[config.mk]
export PLATFORM = sky130hd
export DESIGN_NAME = uart_reg_bridge
export DESIGN_NICKNAME = d
export VERILOG_FILES = /design/src/rtl/uart_reg_bridge.sv
export SDC_FILE = /design/constraint.sdc
export NUM_CORES = 1
export LEC_CHECK = 0
export ABC_AREA = 1
export CAP_MARGIN = 20
export CORE_ASPECT_RATIO = 1.25
export CORE_MARGIN = 2
export CORE_UTILIZATION = 50
export DETAILED_ROUTE_END_ITERATION = 10
export PLACE_DENSITY = 0.9
export SLEW_MARGIN = 10
export SYNTH_ARGS = -nofsm -noshare
export SYNTH_HDL_FRONTEND = slang
export SYNTH_SLANG_ARGS = --single-unit
export TNS_END_PERCENT = 30
[constraint.sdc]
create_clock -name UCLK -period 3.42 [get_ports UCLK]
set_clock_uncertainty 0.2 [all_clocks]
set_input_delay 0.513 -clock UCLK [delete_from_list [all_inputs] [get_ports UCLK]]
set_output_delay 0.513 -clock UCLK [all_outputs]
set_load 0.05 [all_outputs]
[src/rtl/uart_reg_bridge.sv]
// UART FIFO to register-bus bridge: parses 'W' addr data / 'R' addr commands and replies with one byte.
// Optional trailing XOR checksum byte when UART_REG_BRIDGE_CHKSUM_EN is defined.
module uart_reg_bridge #(
  parameter int DATA_WIDTH     = 8,
  parameter int TIMEOUT_CYCLES = 255
) (
  input  logic                  UCLK,
  input  logic                  reset,
  input  logic [DATA_WIDTH-1:0] R_data,
  input  logic                  rx_empty,
  output logic                  rd_uart,
  output logic [DATA_WIDTH-1:0] W_data,
  output logic                  wr_uart,
  input  logic                  tx_full,
  output logic [DATA_WIDTH-1:0] reg_addr,
  output logic [DATA_WIDTH-1:0] reg_wdata,
  output logic                  reg_we,
  output logic                  reg_req,
  input  logic                  reg_ack,
  input  logic [DATA_WIDTH-1:0] reg_rdata,
  output logic                  busy,
  output logic [7:0]            err_count
);

  localparam int                    CNT_W     = $clog2(TIMEOUT_CYCLES + 1);
  localparam logic [CNT_W-1:0]      CNT_LAST  = CNT_W'(TIMEOUT_CYCLES - 1);
  localparam logic [CNT_W-1:0]      CNT_ONE   = CNT_W'(1);
  localparam logic [DATA_WIDTH-1:0] CMD_WRITE = 8'h57;
  localparam logic [DATA_WIDTH-1:0] CMD_READ  = 8'h52;
  localparam logic [DATA_WIDTH-1:0] RSP_OK    = 8'h4B;
  localparam logic [DATA_WIDTH-1:0] RSP_ERR   = 8'h45;
  localparam logic [DATA_WIDTH-1:0] RSP_TMO   = 8'h54;

  typedef enum logic [2:0] {
    S_IDLE,
    S_GET_ADDR,
    S_GET_DATA,
    S_GET_CHK,
    S_BUS,
    S_SEND
  } state_t;

`ifdef UART_REG_BRIDGE_CHKSUM_EN
  localparam state_t S_CMD_DONE = S_GET_CHK;
  logic [DATA_WIDTH-1:0] chk;
`else
  localparam state_t S_CMD_DONE = S_BUS;
`endif

  state_t           state;
  logic             cmd_wr;    // latched command is a write
  logic             resp_err;  // pending reply came from an E or T path
  logic [CNT_W-1:0] tmo_cnt;
  logic             fetch;

  // NOTE: every variable assigned in always_comb gets a default first, so no path can infer a latch.
  always_comb begin
    fetch = 1'b0;
    case (state)
      S_IDLE, S_GET_ADDR, S_GET_DATA: fetch = 1'b1;
`ifdef UART_REG_BRIDGE_CHKSUM_EN
      S_GET_CHK:                      fetch = 1'b1;
`endif
      default:                        fetch = 1'b0;
    endcase
  end

  // FIFO handshakes are combinational so a waiting byte is consumed on the very next edge.
  assign rd_uart = fetch && !rx_empty;
  assign wr_uart = (state == S_SEND) && !tx_full;
  assign busy    = (state != S_IDLE);

  // NOTE: sequential state uses non-blocking assignments so every register samples pre-edge values.
  always_ff @(posedge UCLK or posedge reset) begin
    if (reset) begin
      state     <= S_IDLE;
      cmd_wr    <= 1'b0;
      resp_err  <= 1'b0;
      tmo_cnt   <= '0;
      W_data    <= '0;
      reg_addr  <= '0;
      reg_wdata <= '0;
      reg_we    <= 1'b0;
      reg_req   <= 1'b0;
      err_count <= 8'h00;
`ifdef UART_REG_BRIDGE_CHKSUM_EN
      chk       <= '0;
`endif
    end else begin
      case (state)
        S_IDLE: begin
          if (rd_uart) begin
`ifdef UART_REG_BRIDGE_CHKSUM_EN
            chk <= R_data;
`endif
            if (R_data == CMD_WRITE || R_data == CMD_READ) begin
              cmd_wr <= (R_data == CMD_WRITE);
              state  <= S_GET_ADDR;
            end else begin
              W_data   <= RSP_ERR;
              resp_err <= 1'b1;
              state    <= S_SEND;
            end
          end
        end

        S_GET_ADDR: begin
          if (rd_uart) begin
`ifdef UART_REG_BRIDGE_CHKSUM_EN
            chk <= chk ^ R_data;
`endif
            reg_addr <= R_data;
            state    <= cmd_wr ? S_GET_DATA : S_CMD_DONE;
          end
        end

        S_GET_DATA: begin
          if (rd_uart) begin
`ifdef UART_REG_BRIDGE_CHKSUM_EN
            chk <= chk ^ R_data;
`endif
            reg_wdata <= R_data;
            state     <= S_CMD_DONE;
          end
        end

`ifdef UART_REG_BRIDGE_CHKSUM_EN
        S_GET_CHK: begin
          if (rd_uart) begin
            if (R_data == chk) begin
              state <= S_BUS;
            end else begin
              W_data   <= RSP_ERR;
              resp_err <= 1'b1;
              state    <= S_SEND;
            end
          end
        end
`endif

        S_BUS: begin
          // First BUS cycle raises the request; ack is only honoured once reg_req is visible.
          if (!reg_req) begin
            reg_req <= 1'b1;
            reg_we  <= cmd_wr;
          end else if (reg_ack) begin
            reg_req  <= 1'b0;
            tmo_cnt  <= '0;
            W_data   <= cmd_wr ? RSP_OK : reg_rdata;
            resp_err <= 1'b0;
            state    <= S_SEND;
          end else if (tmo_cnt == CNT_LAST) begin
            reg_req  <= 1'b0;
            tmo_cnt  <= '0;
            W_data   <= RSP_TMO;
            resp_err <= 1'b1;
            state    <= S_SEND;
          end else begin
            tmo_cnt <= tmo_cnt + CNT_ONE;
          end
        end

        S_SEND: begin
          if (!tx_full) begin
            state <= S_IDLE;
            if (resp_err && err_count != 8'hFF) err_count <= err_count + 8'd1;
          end
        end

        default: state <= S_IDLE;
      endcase
    end
  end

endmodule

* After elaboration in Yosys (flattened, before gate mapping)
Index checks and enable logic that the tools add are counted.
Word-level totals: register bits after elaboration 47, bits in latches 0, memory bits (writable) 0, bits in read-only memories 0, input bits 21, output and inout bits 37, logic and storage cells 76, memories kept 0
Operators by class: $add $sub $neg 2, multiply operators 0, divide/modulo/power cells 0, $lt $le $gt $ge 0, eq/ne operators 15, shift-type cells 0, multiplexer cells 29, bitwise logic cells 2, reductions and logical operators 18
Operator list (count):
- 2-to-1 mux 8 bit | 8
- 2-to-1 mux 3 bit | 9
- adder 8 x 1 -> 8 bit, second input constant | 2
- equality test 8 x 7 -> 1 bit, second input constant | 2
- case mux 8 bit (2 select lines) | 1
- case mux 3 bit (5 select lines) | 1
- != test 2 bit, second input constant | 6
- 2-to-1 mux 1 bit | 9
- equality test 8 bit, second input constant | 1
- != test 8 bit, second input constant | 1
- AND reduction 2 bit | 4
- equality test 3 bit, second input constant | 2
- AND reduction 3 bit | 2
- AND reduction 6 bit | 1
- AND reduction 5 bit | 1
- equality test 3 x 1 -> 1 bit, second input constant | 1
- equality test 3 x 2 -> 1 bit, second input constant | 1
- logical AND 1 bit | 3
- zero test 3 bit | 1
- != test 3 bit, second input constant | 1
- nonzero test 3 bit | 1
- OR reduction 3 bit | 1
- zero test 1 bit | 2
- inverter 1 bit | 2
- 3 further kinds | 3

* Depth between registers and ports, before layout
depth after elaboration 6, mapped depth 11, depth with buffers taken out 11

* Least setup slack after synthesis
OpenSTA, ideal clock, no wires.
kind reg2out, start point register state[0], end point output port rd_uart, data arrival time 1.512 ns, data required time 2.707 ns, path slack 1.195 ns, cell stages (with the launch flop) 6, buffers on the path 0, path through dfrtp_1 -> nor2_4 -> nand2_1 -> inv_1 -> o21ai_0 -> inv_1
On the way: cells in the longest elaborated chain, start to end 4, elaborated cells between the ends (all ways) 6, classes of those cells eq/ne (2); mux (1); reduce/logical (3)
Ends and longest elaborated chain:
- from (decl) | line 50 | state_t state;
- from (signal assigned) | line 113 | state <= cmd_wr ? S_GET_DATA : S_CMD_DONE;
- equality test 3 x 2 -> 1 bit, or another cell as far along | line 59 | case (state)
- OR reduction 3 bit * | line 59
- 2-to-1 mux 1 bit * | line 59
- logical AND 1 bit * | line 69 | assign rd_uart = fetch && !rx_empty;
- to (decl) | line 11 | output logic rd_uart,
Mark *: on every way between the ends. The rest lies on a longest branch, timed or not.

* Worst setup path in the final report
start point register state[2], end point output port rd_uart
Same word-level chain as after synthesis.

==> results.md <==
* Run status: completed
* Post-CTS Setup Repair Bufs at 0
* Rows at 28
* Post-DR vias/cell at ~5.1
* CTS tree: done
* Routed vias at roughly 2100
* Slew Limit Headroom at between 60% and 70%
* Final Power at 2.59 mW
* Commonest non-fill, non-tap cell in the layout: nand2_1
* Hold Crit Class: reg2reg
* Antenna Nets Post-Route at 0
* Post-synth top flop: dfrtp_1
* Die W at approximately 66 um
* Yosys Warn Count at 0
* Synth Area in Simple Gates at about a third
* R2R cell count at 4
* Final std cells w/o fill at approximately 420
* FFs w/ async S/R, synth at 100%
* CP required at about 2.7 ns
* Pre-CTS WS at roughly 0.60 ns
* Setup_tns at 0 ns
* Synthesized cell area at roughly 0.0024 mm2
* Initial DRT Pass Iterations at 4
* Least-Margin Pin Slew at 0.558 ns
* RSZ-0062 raised after global routing: false
* Final setup margin at 0.531 ns
* P_leak at between 1.5 and 2 nW
* DPL Wire Length at about 3900 um
* # diodes at 0
* Worst Setup End Kind: output pin
* Post-synth cell types at 26
* Largest family of logic cells by synthesized area: simple AND/OR/NAND/NOR gates
* Flops & latches, synth at 47
* Mux share of post-synthesis cell area at about 1.9%
* Drt wl/cell at 12.4 um
* Dominant cells by area after synthesis: dfrtp_1, nand2_1, inv_1, nand3_1, nor2_1
* Global-route usage over all layers at about a fifth
* CTS Buf Count at 5
* Post-synthesis xor/xnor area fraction at 2.21%
* Synthesis-to-layout area growth at 31.1%
* Startpoint types: flop
* Worst skew pair latency at ~0.30 ns
* H-tree levels at 2
* DRT iter0 DRCs at approximately 110
* Vias in the first global route at slightly above 2000
* Maximum clock path buffer count at 2
* Compound-gate portion of the synthesized area at between 6 and 7%
* Final nets at approximately 380
* Fin. Hold Viols at 0
* Setup CP Type: reg2out
* Final setup fails at 0
* Pwr dens at between 800 and 900 mW/mm2
* Post-cts sizing count at 0
* Initial antenna violation count at 0
* Ports at between 50 and 60
* Clk sinks at 47
* Die Span Y at 81.1 um
* Worst-path clk slew at 0.09 ns
* Sequential cell area fraction in the yosys report at approximately half
* Adder-cell share of the synthesized area at ~1.6%
* Syn_area_per_cell at 8.05 um2
* Gpl congestion at approximately 0.86
* Largest net degree at the start of global routing at 48
* WL final at between 5000 and 6000 um
* Floorplan core area at 0.00466 mm2
* Hold path depth at 2
* Max-Cap Viols at 0
* Initial core utilization at 51.0%
* Residual DRC at 0
* WP data arrival at 2.18 ns
* Fin crit share at between 80 and 90%
* Layout cells sized above 1 at about 7%
* F_max at approximately 0.35 GHz
* Cell count after synthesis at between 200 and 300
* CTS Root Cell: clkbuf_8
* Hold Buf Count CTS at 0
* Syn nets at between 300 and 400
* GR Overflow Total at 0
* Fill count at 366
* Port Buffers at between 50 and 60
* Max VDD drop at 690 uV
* First-pass GRT wire length at 8740 um
* Post-synth top area share at roughly half
* Number of flops mapped to enable cells by yosys at 0
* Max-slew violation count at 0
* Leading area contributor after synthesis: dfrtp_1
* Die area at ~0.0053 mm2
* Critical path peak fanout at 7
* Most frequent cells in the layout: nand2_1, clkdlybuf4s50_1, dfrtp_1
* Final min period at a little under 3 ns
* Inst Count DP at around 410
area by class of cell:
cell class | count | area [um2] | share of cell area (%)
flip-flops and latches | 47 | 1180 | 37.8
well taps | 60 | 75.1 | 2.41
clock inverters | 2 | 12.5 | 0.402
clock buffers | 6 | 72.6 | 2.33
multi-input cells | 207 | 1030 | 33.2
inverters | 38 | 144 | 4.62
repair buffers | 58 | 598 | 19.2
cell families after synthesis:
| group | after synthesis |
|---|---|
| buf+inv | 41 |
| fa+ha+maj | 3 |
| flops | 47 |
| compound gates | 28 |
| simple gates | 166 |
| xor+xnor | 6 |
| mux | 4 |
worst paths after layout:
| check | startpoint | endpoint | slack (ns) |
|---|---|---|---|
| worst max-delay path | state[2]$_DFFE_PP0P_ | rd_uart | 0.53 |
| worst min-delay path | W_data[6]$_DFFE_PP0P_ | W_data[6]$_DFFE_PP0P_ | 0.27 |
| worst max register to register | state[2]$_DFFE_PP0P_ | reg_wdata[1]$_DFFE_PP0P_ | 1.48 |
| worst min register to register | W_data[6]$_DFFE_PP0P_ | W_data[6]$_DFFE_PP0P_ | 0.27 |
| max in group asynchronous | reset | reg_addr[2]$_DFFE_PP0P_ | 2.18 |
| min in group asynchronous | reset | reg_wdata[1]$_DFFE_PP0P_ | 0.35 |
worst max-delay path: stages, from the launching register on:
cell and delay [ns]:
dfrtp_1 0.50, inv_2 0.14, nand3_1 0.16, nand2_1 0.13, o21ai_0 0.08, inv_1 0.06
clkdlybuf4s50_1 0.80
stage by stage:
step           instance area, um2  hold slack [ns]  utilization, %
2_1_floorplan                2370            0.232               -
3_3_place_gp                 3000            0.257            64.4
3_5_place_dp                 3000            0.260            64.4
4_1_cts                      3090            0.282            66.2
5_1_grt                      3110            0.304            66.8
6_report                     3110            0.275            66.8
synthesized netlist by cell type (all sizes together) (4+ instances only):
cell	count
inv	37
a21oi	11
nand2	91
dfrtp	47
mux2	4
nand3	26
nand4	9
o21ai	15
nor2	35
registers in the layout, summed over array words and instances, names as in the netlist:
name and count:
reg_addr 8, reg_req 1, reg_wdata 8, tmo_cnt 8, reg_we 1, resp_err 1, state 3, W_data 8
cmd_wr 1, err_count 8
layer usage:
| layer | wire length (um) | track usage, % | part of all wire, % | up-vias |
|---|---|---|---|---|
| met5 | 0 | 0 | 0 | - |
| met1 | 2090 | 24.5 | 40 | 996 |
| li1 | - | - | - | 1058 |
| met4 | 81 | 8.96 | 1.6 | 0 |
| met2 | 2750 | 37.7 | 53 | 65 |
| met3 | 276 | 4.29 | 5.3 | 9 |
power by group:
group / switching (mW) / leakage [nW] / internal, mW
clock network: 0.194 / 0.0412 / 0.143
logic: 0.948 / 0.918 / 0.453
registers: 0.140 / 0.603 / 0.716
Note: power is estimated with default switching activity, not from simulation.
